<file path="src/rtl/btn_pkg.sv">
// Shared button-path constants: state encoding and default timing.
// Reused by the debouncer, btn_repeat and the game controller.
package btn_pkg;

  localparam logic [1:0] IDLE   = 2'd0;
  localparam logic [1:0] HOLD   = 2'd1;
  localparam logic [1:0] REPEAT = 2'd2;

  // 0.25 s initial delay and 0.1 s repeat period at 100 MHz
  localparam int unsigned BTN_DELAY_CYC  = 25_000_000;
  localparam int unsigned BTN_REPEAT_CYC = 10_000_000;
  localparam int unsigned BTN_CNT_W      = 25;

endpackage

</file>
<file path="src/rtl/btn_tc_counter.sv">
// Up-counter with synchronous clear/increment and terminal-count compare
// against a runtime limit.
module btn_tc_counter #(
  parameter int unsigned CNT_W = 25
) (
  input  logic             clk,
  input  logic             rst,
  input  logic             clr,
  input  logic             inc,
  input  logic [CNT_W-1:0] limit,
  output logic             tc
);

  logic [CNT_W-1:0] cnt_q;
  logic [CNT_W-1:0] cnt_d;

  always_comb begin
    cnt_d = cnt_q;
    if (clr) begin
      cnt_d = '0;
    end else if (inc) begin
      cnt_d = cnt_q + 1'b1;
    end
  end

  always_ff @(posedge clk) begin
    if (rst) begin
      cnt_q <= '0;
    end else begin
      cnt_q <= cnt_d;
    end
  end

  assign tc = (cnt_q == limit);

endmodule

</file>
<file path="src/rtl/btn_repeat.sv">
// Press/auto-repeat generator for one debounced button.
// Define BTN_REPEAT_ACCEL_EN to halve the repeat period after 8 repeats.
//
// state  | meaning
// IDLE   | button released, waiting for a press
// HOLD   | pressed, counting the initial delay
// REPEAT | long press, emitting periodic repeat pulses
module btn_repeat
  import btn_pkg::*;
#(
  parameter int unsigned DELAY_CYC  = BTN_DELAY_CYC,
  parameter int unsigned REPEAT_CYC = BTN_REPEAT_CYC,
  parameter int unsigned CNT_W      = BTN_CNT_W
) (
  input  logic clk,
  input  logic rst,
  input  logic clean,
  input  logic enable,
  output logic pulse,
  output logic held,
  output logic release_pulse  // "release" is a reserved word
);

  localparam logic [CNT_W-1:0] DLY_LIM = CNT_W'(DELAY_CYC - 1);
  localparam logic [CNT_W-1:0] RPT_LIM = CNT_W'(REPEAT_CYC - 1);

  logic [1:0]       state_q, state_d;
  logic             pulse_q, pulse_d;
  logic             held_q, held_d;
  logic             rel_q, rel_d;
  logic             cnt_clr, cnt_inc, cnt_tc;
  logic [CNT_W-1:0] cnt_lim, rpt_lim;

`ifdef BTN_REPEAT_ACCEL_EN
  localparam int unsigned ACC_CYC = ((REPEAT_CYC >> 1) < 1) ? 1 : (REPEAT_CYC >> 1);
  localparam logic [CNT_W-1:0] ACC_LIM = CNT_W'(ACC_CYC - 1);

  logic [3:0] rpt_n_q, rpt_n_d;

  assign rpt_lim = (rpt_n_q >= 4'd8) ? ACC_LIM : RPT_LIM;

  // counts repeat pulses of the current press, saturating at 15
  always_comb begin
    rpt_n_d = rpt_n_q;
    if (state_d != REPEAT) begin
      rpt_n_d = '0;
    end else if (pulse_d && (rpt_n_q != 4'hF)) begin
      rpt_n_d = rpt_n_q + 4'd1;
    end
  end

  always_ff @(posedge clk) begin
    if (rst) begin
      rpt_n_q <= '0;
    end else begin
      rpt_n_q <= rpt_n_d;
    end
  end
`else
  assign rpt_lim = RPT_LIM;
`endif

  assign cnt_lim = (state_q == HOLD) ? DLY_LIM : rpt_lim;

  always_comb begin
    state_d = state_q;
    pulse_d = 1'b0;
    rel_d   = 1'b0;
    held_d  = held_q;
    cnt_clr = 1'b0;
    cnt_inc = 1'b0;
    if (!enable) begin
      state_d = IDLE;
      held_d  = 1'b0;
      cnt_clr = 1'b1;
    end else begin
      case (state_q)
        IDLE: begin
          cnt_clr = 1'b1;
          if (clean) begin
            state_d = HOLD;
            pulse_d = 1'b1;
          end
        end
        HOLD, REPEAT: begin
          // release takes priority over a terminal count in the same cycle
          if (!clean) begin
            state_d = IDLE;
            rel_d   = 1'b1;
            held_d  = 1'b0;
            cnt_clr = 1'b1;
          end else if (cnt_tc) begin
            state_d = REPEAT;
            pulse_d = 1'b1;
            held_d  = 1'b1;
            cnt_clr = 1'b1;
          end else begin
            cnt_inc = 1'b1;
          end
        end
        default: begin
          state_d = IDLE;
          held_d  = 1'b0;
          cnt_clr = 1'b1;
        end
      endcase
    end
  end

  always_ff @(posedge clk) begin
    if (rst) begin
      state_q <= IDLE;
      pulse_q <= 1'b0;
      held_q  <= 1'b0;
      rel_q   <= 1'b0;
    end else begin
      state_q <= state_d;
      pulse_q <= pulse_d;
      held_q  <= held_d;
      rel_q   <= rel_d;
    end
  end

  btn_tc_counter #(
    .CNT_W(CNT_W)
  ) u_cnt (
    .clk  (clk),
    .rst  (rst),
    .clr  (cnt_clr),
    .inc  (cnt_inc),
    .limit(cnt_lim),
    .tc   (cnt_tc)
  );

  assign pulse         = pulse_q;
  assign held          = held_q;
  assign release_pulse = rel_q;

endmodule

</file>
<file path="config.mk">
export PLATFORM = sky130hd
export DESIGN_NAME = btn_repeat
export DESIGN_NICKNAME = d
export VERILOG_FILES = /design/src/rtl/btn_pkg.sv /design/src/rtl/btn_tc_counter.sv /design/src/rtl/btn_repeat.sv
export SDC_FILE = /design/constraint.sdc
export NUM_CORES = 1
export LEC_CHECK = 0
export BUFFER_PORTS_ARGS = -buffer_cell sky130_fd_sc_hd__buf_2
export CAP_MARGIN = 20
export CORE_ASPECT_RATIO = 0.7
export CORE_MARGIN = 1.5
export CORE_UTILIZATION = 28
export CTS_CLUSTER_SIZE = 10
export DETAILED_ROUTE_END_ITERATION = 12
export SLEW_MARGIN = 20
export SYNTH_ARGS = -nofsm -noshare
export SYNTH_HDL_FRONTEND = slang
export SYNTH_SLANG_ARGS = --single-unit
</file>
<file path="constraint.sdc">
create_clock -name clk -period 2.8 [get_ports clk]
set_input_delay 0.84 -clock clk [delete_from_list [all_inputs] [get_ports clk]]
set_output_delay 0.84 -clock clk [all_outputs]
set_load 0.01 [all_outputs]
</file>
# --- Yosys cells after proc, flatten, opt, wreduce, memory -nomap -nowiden ---
# Cells that the tools add are included.
word_totals:
  out_inout_bits: 3
  input_bits: 4
  wordCells: 41
  reg_bits: 30
op_classes:
  mux: 20
  n_reduce_logical: 7
  eq_ne: 5
  bitwise: 3
  n_addsub: 1
op_table:
  columns: ["operator", "n"]
  rows:
  - ["$add A25 B1 Y25 const B", 1]
  - ["$eq A25 B25 Y1", 1]
  - ["$mux W25", 1]
  - ["$mux W1", 13]
  - ["$mux W2", 3]
  - ["$reduce_or A2 Y1", 3]
  - ["$pmux W1 S2", 2]
  - ["$pmux W2 S2", 1]
  - ["$reduce_and A2 Y1", 2]
  - ["$ne A3 B3 Y1 const B", 1]
  - ["$not A1 Y1", 3]
  - ["$reduce_or A3 Y1", 1]
  - ["$eq A2 B1 Y1 const B", 1]
  - ["$eq A2 B2 Y1 const B", 1]
  - ["$logic_not A2 Y1", 1]
  - ["$ne A2 B2 Y1 const B", 1]

# --- Logic depth before layout (Yosys ltp) ---
logic_depth:
  ltp_word: 8
  ltp_mapped: 8
  ltp_nobuf: 6

# --- By module ---
# A second synthesis with hierarchy kept.
hier_totals:
  cells_unflattened: 195
  area_unflattened_um2: 1685.4
modules_own_cells:
  columns: ["mod", "seq_area_each_um2", "cells_per_inst", "instances", "area_each_um2"]
  rows:
  - ["btn_tc_counter", 500.5, 163, 1, 1405.1]
  - ["btn_repeat", 100.1, 32, 1, 280.3]

# --- Worst setup path after synthesis ---
# OpenSTA, ideal clock, no wires.
synth_path:
  path_kind: "register -> register"
  startpoint: "register u_cnt.cnt_q[0]"
  endpoint: "register u_cnt.cnt_q[24]"
  path_stages_with_launch: 8
  path_slack_ns: 0.661
  synth_period_minus_slack_ns: 2.139
  n_path_buf: 2
  required_time_ns: 2.714
  arrival_time_ns: 2.053
  setup_ns: 0.086
  cell_sequence: "dfxtp_1 -> ha_1 -> buf_6 -> inv_2 -> or4_4 -> buf_6 -> or4_1 -> a211oi_1"
synth_between:
  elab_chain_cells: 6
  elab_cells_between_ends: 11
  cone_classes: "add/sub (1); eq/ne (1); mux (8); reduce/logical (1)"
synth_rtl:
  columns: ["item", "line", "rtl"]
  rows:
  - ["from (decl)", "btn_tc_counter.sv:14", "logic [CNT_W-1:0] cnt_q;"]
  - ["from (signal assigned)", "btn_tc_counter.sv:30", "cnt_q <= cnt_d;"]
  - ["$eq A25 B25 Y1", "btn_tc_counter.sv:34", "assign tc = (cnt_q == limit);"]
  - ["$mux W1", "btn_repeat.sv:92", "end else if (cnt_tc) begin"]
  - ["$mux W1", "btn_repeat.sv:87", "if (!clean) begin"]
  - ["$mux W1", "btn_repeat.sv:77", "case (state_q)"]
  - ["$mux W1", "btn_repeat.sv:72", "if (!enable) begin"]
  - ["$reduce_or A2 Y1 (no source line)", null, null]
# Parallel ways exist; a longest one is shown, timed or not.
# A chain may end at the register's enable or synchronous reset.

# --- Final worst setup path ---
layout_path:
  startpoint: "register u_cnt.cnt_q[0]"
  endpoint: "register u_cnt.cnt_q[20]"
# The elaborated chain is that of the path after synthesis.

==> run_results.csv <==
group,metric,value,unit
routing,drt_wl_total,3.62,mm
die,rows,23,
clocking,worstSkewPairLatency,290,ps
die,initial_core_util,29.4,%
run_status,status,"finished clean",
synthesis,yosys.area.top_type,"dfxtp_1",
finish,num_antenna_cells,0,
die,die_y,68.2,um
global_route,grt_pass1_vias,1259,
die,ios,7,
critical_path,cp-end-kind,"flip-flop",
finish,multi_input_area,987,um2
clocking,root_buffer,"clkbuf_8",
synthesis,synthTopCellsByArea,"dfxtp_1 35%, a211oi_1 5.7%, nor3_1 4.4%, ha_1 3.7%, nand4_1 3.7%",
critical_path,worstRegToRegCells,5,
clocking,clockBufferDepth,2,
routing,drc,0,
power,powerDensity,477,mW/mm2
synthesis,syn_area_per_cell,8.94,um2
synthesis,syn_inst,190,
global_route,grt_overflow,0,
clocking,clk_pin_slew,60,ps
timing,tightestPinTransition,427,ps
die,dieArea,0.00655,mm2
finish,nNetsFinal,199,
routing,vias_per_cell,5.35,
finish,fillers,597,
synthesis,ys_seq_elements,30,
worst_hold_path,min_path_cells,1,
clocking,numCtsBuffers,5,
critical_path,path_max_fanout,12,
global_route,grt_usage,12.8,%
routing,wl_per_cell,13.6,um
synthesis,syn-num-nets,199,
placement,dp_hpwl,2.51,mm
timing,setup_viol_count_final,0,
die,die_width,96.1,um
critical_path,cp.required,2990,ps
clocking,post_cts_resized,0,
routing,ant_nets,0,
power,ir_worst_vdd,0.193,mV
timing,hold_viol_final,0,
timing,slew_headroom,71.4,%
critical_path,cp-start-kind,"flip-flop",
clocking,ctsHoldBuffers,0,
placement,port_buffers,6,
routing,drtIter0Drc,145,
critical_path,arrival,2490,ps
timing,clock.fmax,0.436,GHz
critical_path,reg2reg_slack,500,ps
synthesis,seq_area_frac_synth,35.3,%
routing,drt-pass1-iter-count,4,
global_route,grt_max_degree,19,
timing,rsz0062_at_grt,"false",
routing,vias,1422,
run,drv_cap,0,
synthesis,synth_commonest_cells,"30 x dfxtp_1, 15 x nor3_1, 13 x a211oi_1, 10 x nand3_1, 10 x nand4_1",
worst_hold_path,worst_hold_path_type,"flip-flop to flip-flop",
clocking,cts_tree,"yes",
die,core,0.00578,mm2
clocking,clock-sinks,30,
synthesis,yosysTopAreaCellShare,35.3,%
clocking,htree_num_levels,2,
synthesis,async_reset_ff_share,0,%
finish,area_growth,9.79,%
timing,setup_tns,0,ps
timing,fin_skew,5.90,ps
timing,fin_crit_sh,82.0,%
placement,place.gp.congestion,0.805,
synthesis,synth-edff-count,0,
timing,finalMaxSlewViolations,0,
synthesis,ys.flop_type,"dfxtp_1",
synthesis,synth_area,0.00170,mm2
timing,min_period,2300,ps
finish,drive_gt1_share,15.2,%
synthesis,yosysMostFrequentCell,"dfxtp_1",
global_route,antenna_found_initial,0,
power,leakagePower,0.537,nW
finish,seq_area,601,um2
critical_path,critical_path_class,"flip-flop to flip-flop",
global_route,grt_first_pass_wirelength,6.20,mm
timing,holdWs,474,ps
synthesis,yosysWarnings,0,
clocking,postCtsSetupBuffers,0,
synthesis,synth_cell_types,47,
-- per-layer routing --
layer | up-vias | track usage [%] | share of wire (%)
li1 | 730 | - | -
met4 | 0 | 7.72 | 2.6
met1 | 658 | 18.2 | 55
met2 | 27 | 17.3 | 38
met3 | 7 | 3.00 | 4.1
met5 | - | 0 | 0
-- critical path, stage by stage, from the launching register on --
cell and delay (ps):
dfxtp_1 420, ha_1 370, inv_2 50, or4_4 600, or4_1 510, a211oi_1 250
-- area by class of cell --
cell class	count	area share, %
multi-input combinational	138	52.9
sequential	30	32.2
tap	75	5.03
clock buffer	5	3.69
timing repair buffer	9	2.82
clock inverter	3	2.15
inverter	6	1.21
-- power breakdown --
part	internal [W]	leakage (nW)	switching (W)
registers	0.000429	0.242	0.00000162
clock network	0.000261	0.0579	0.000168
logic	0.0000127	0.237	0.0000168
total	0.000703	0.537	0.000187
-- worst paths after layout --
| check | from | endpoint |
|---|---|---|
| worst min register to register | held | held |
| worst max register to register | u_cnt.cnt_q[0] | u_cnt.cnt_q[20] |
| worst min-delay path | held | held |
| worst max-delay path | u_cnt.cnt_q[0] | u_cnt.cnt_q[20] |
-- flip-flops by register name, indices dropped and copies added (netlist names) --
name and cells:
held 1, u_cnt.cnt_q 25, state_q 2, release_pulse 1, pulse 1
-- cell families after synthesis --
logic type	synth area share, %
simple gates	30.0
compound gates	15.5
buf+inv	7.29
flops	35.3
xor+xnor	5.15
fa+ha+maj	3.68
mux	3.02
-- metrics by stage --
step	utilization (%)	total power, W	instances	worst slack (ps)	instance area [um2]
finish	32.3	0.000889	266	504	1870
floorplan	-	0.000462	190	661	1700
global placement	30.4	0.000469	258	619	1760
global route	32.3	0.000918	266	347	1870
detailed placement	30.4	0.000469	258	556	1760
CTS	32.3	0.000896	266	516	1870
-- cell usage in the layout (no fill, tap or decap), drive strengths merged, types with 6 or more instances in the layout --
cell type,netlist,final
dfxtp,30,30
nor3,15,15
a211oi,13,13
nand3,11,11
nand4,11,11
buf,6,9
or4,8,8
nand2,7,7
o31ai,7,7
o21ai,6,6
xor2,6,6
inv,6,6
Power figures use the tool's default switching activity.
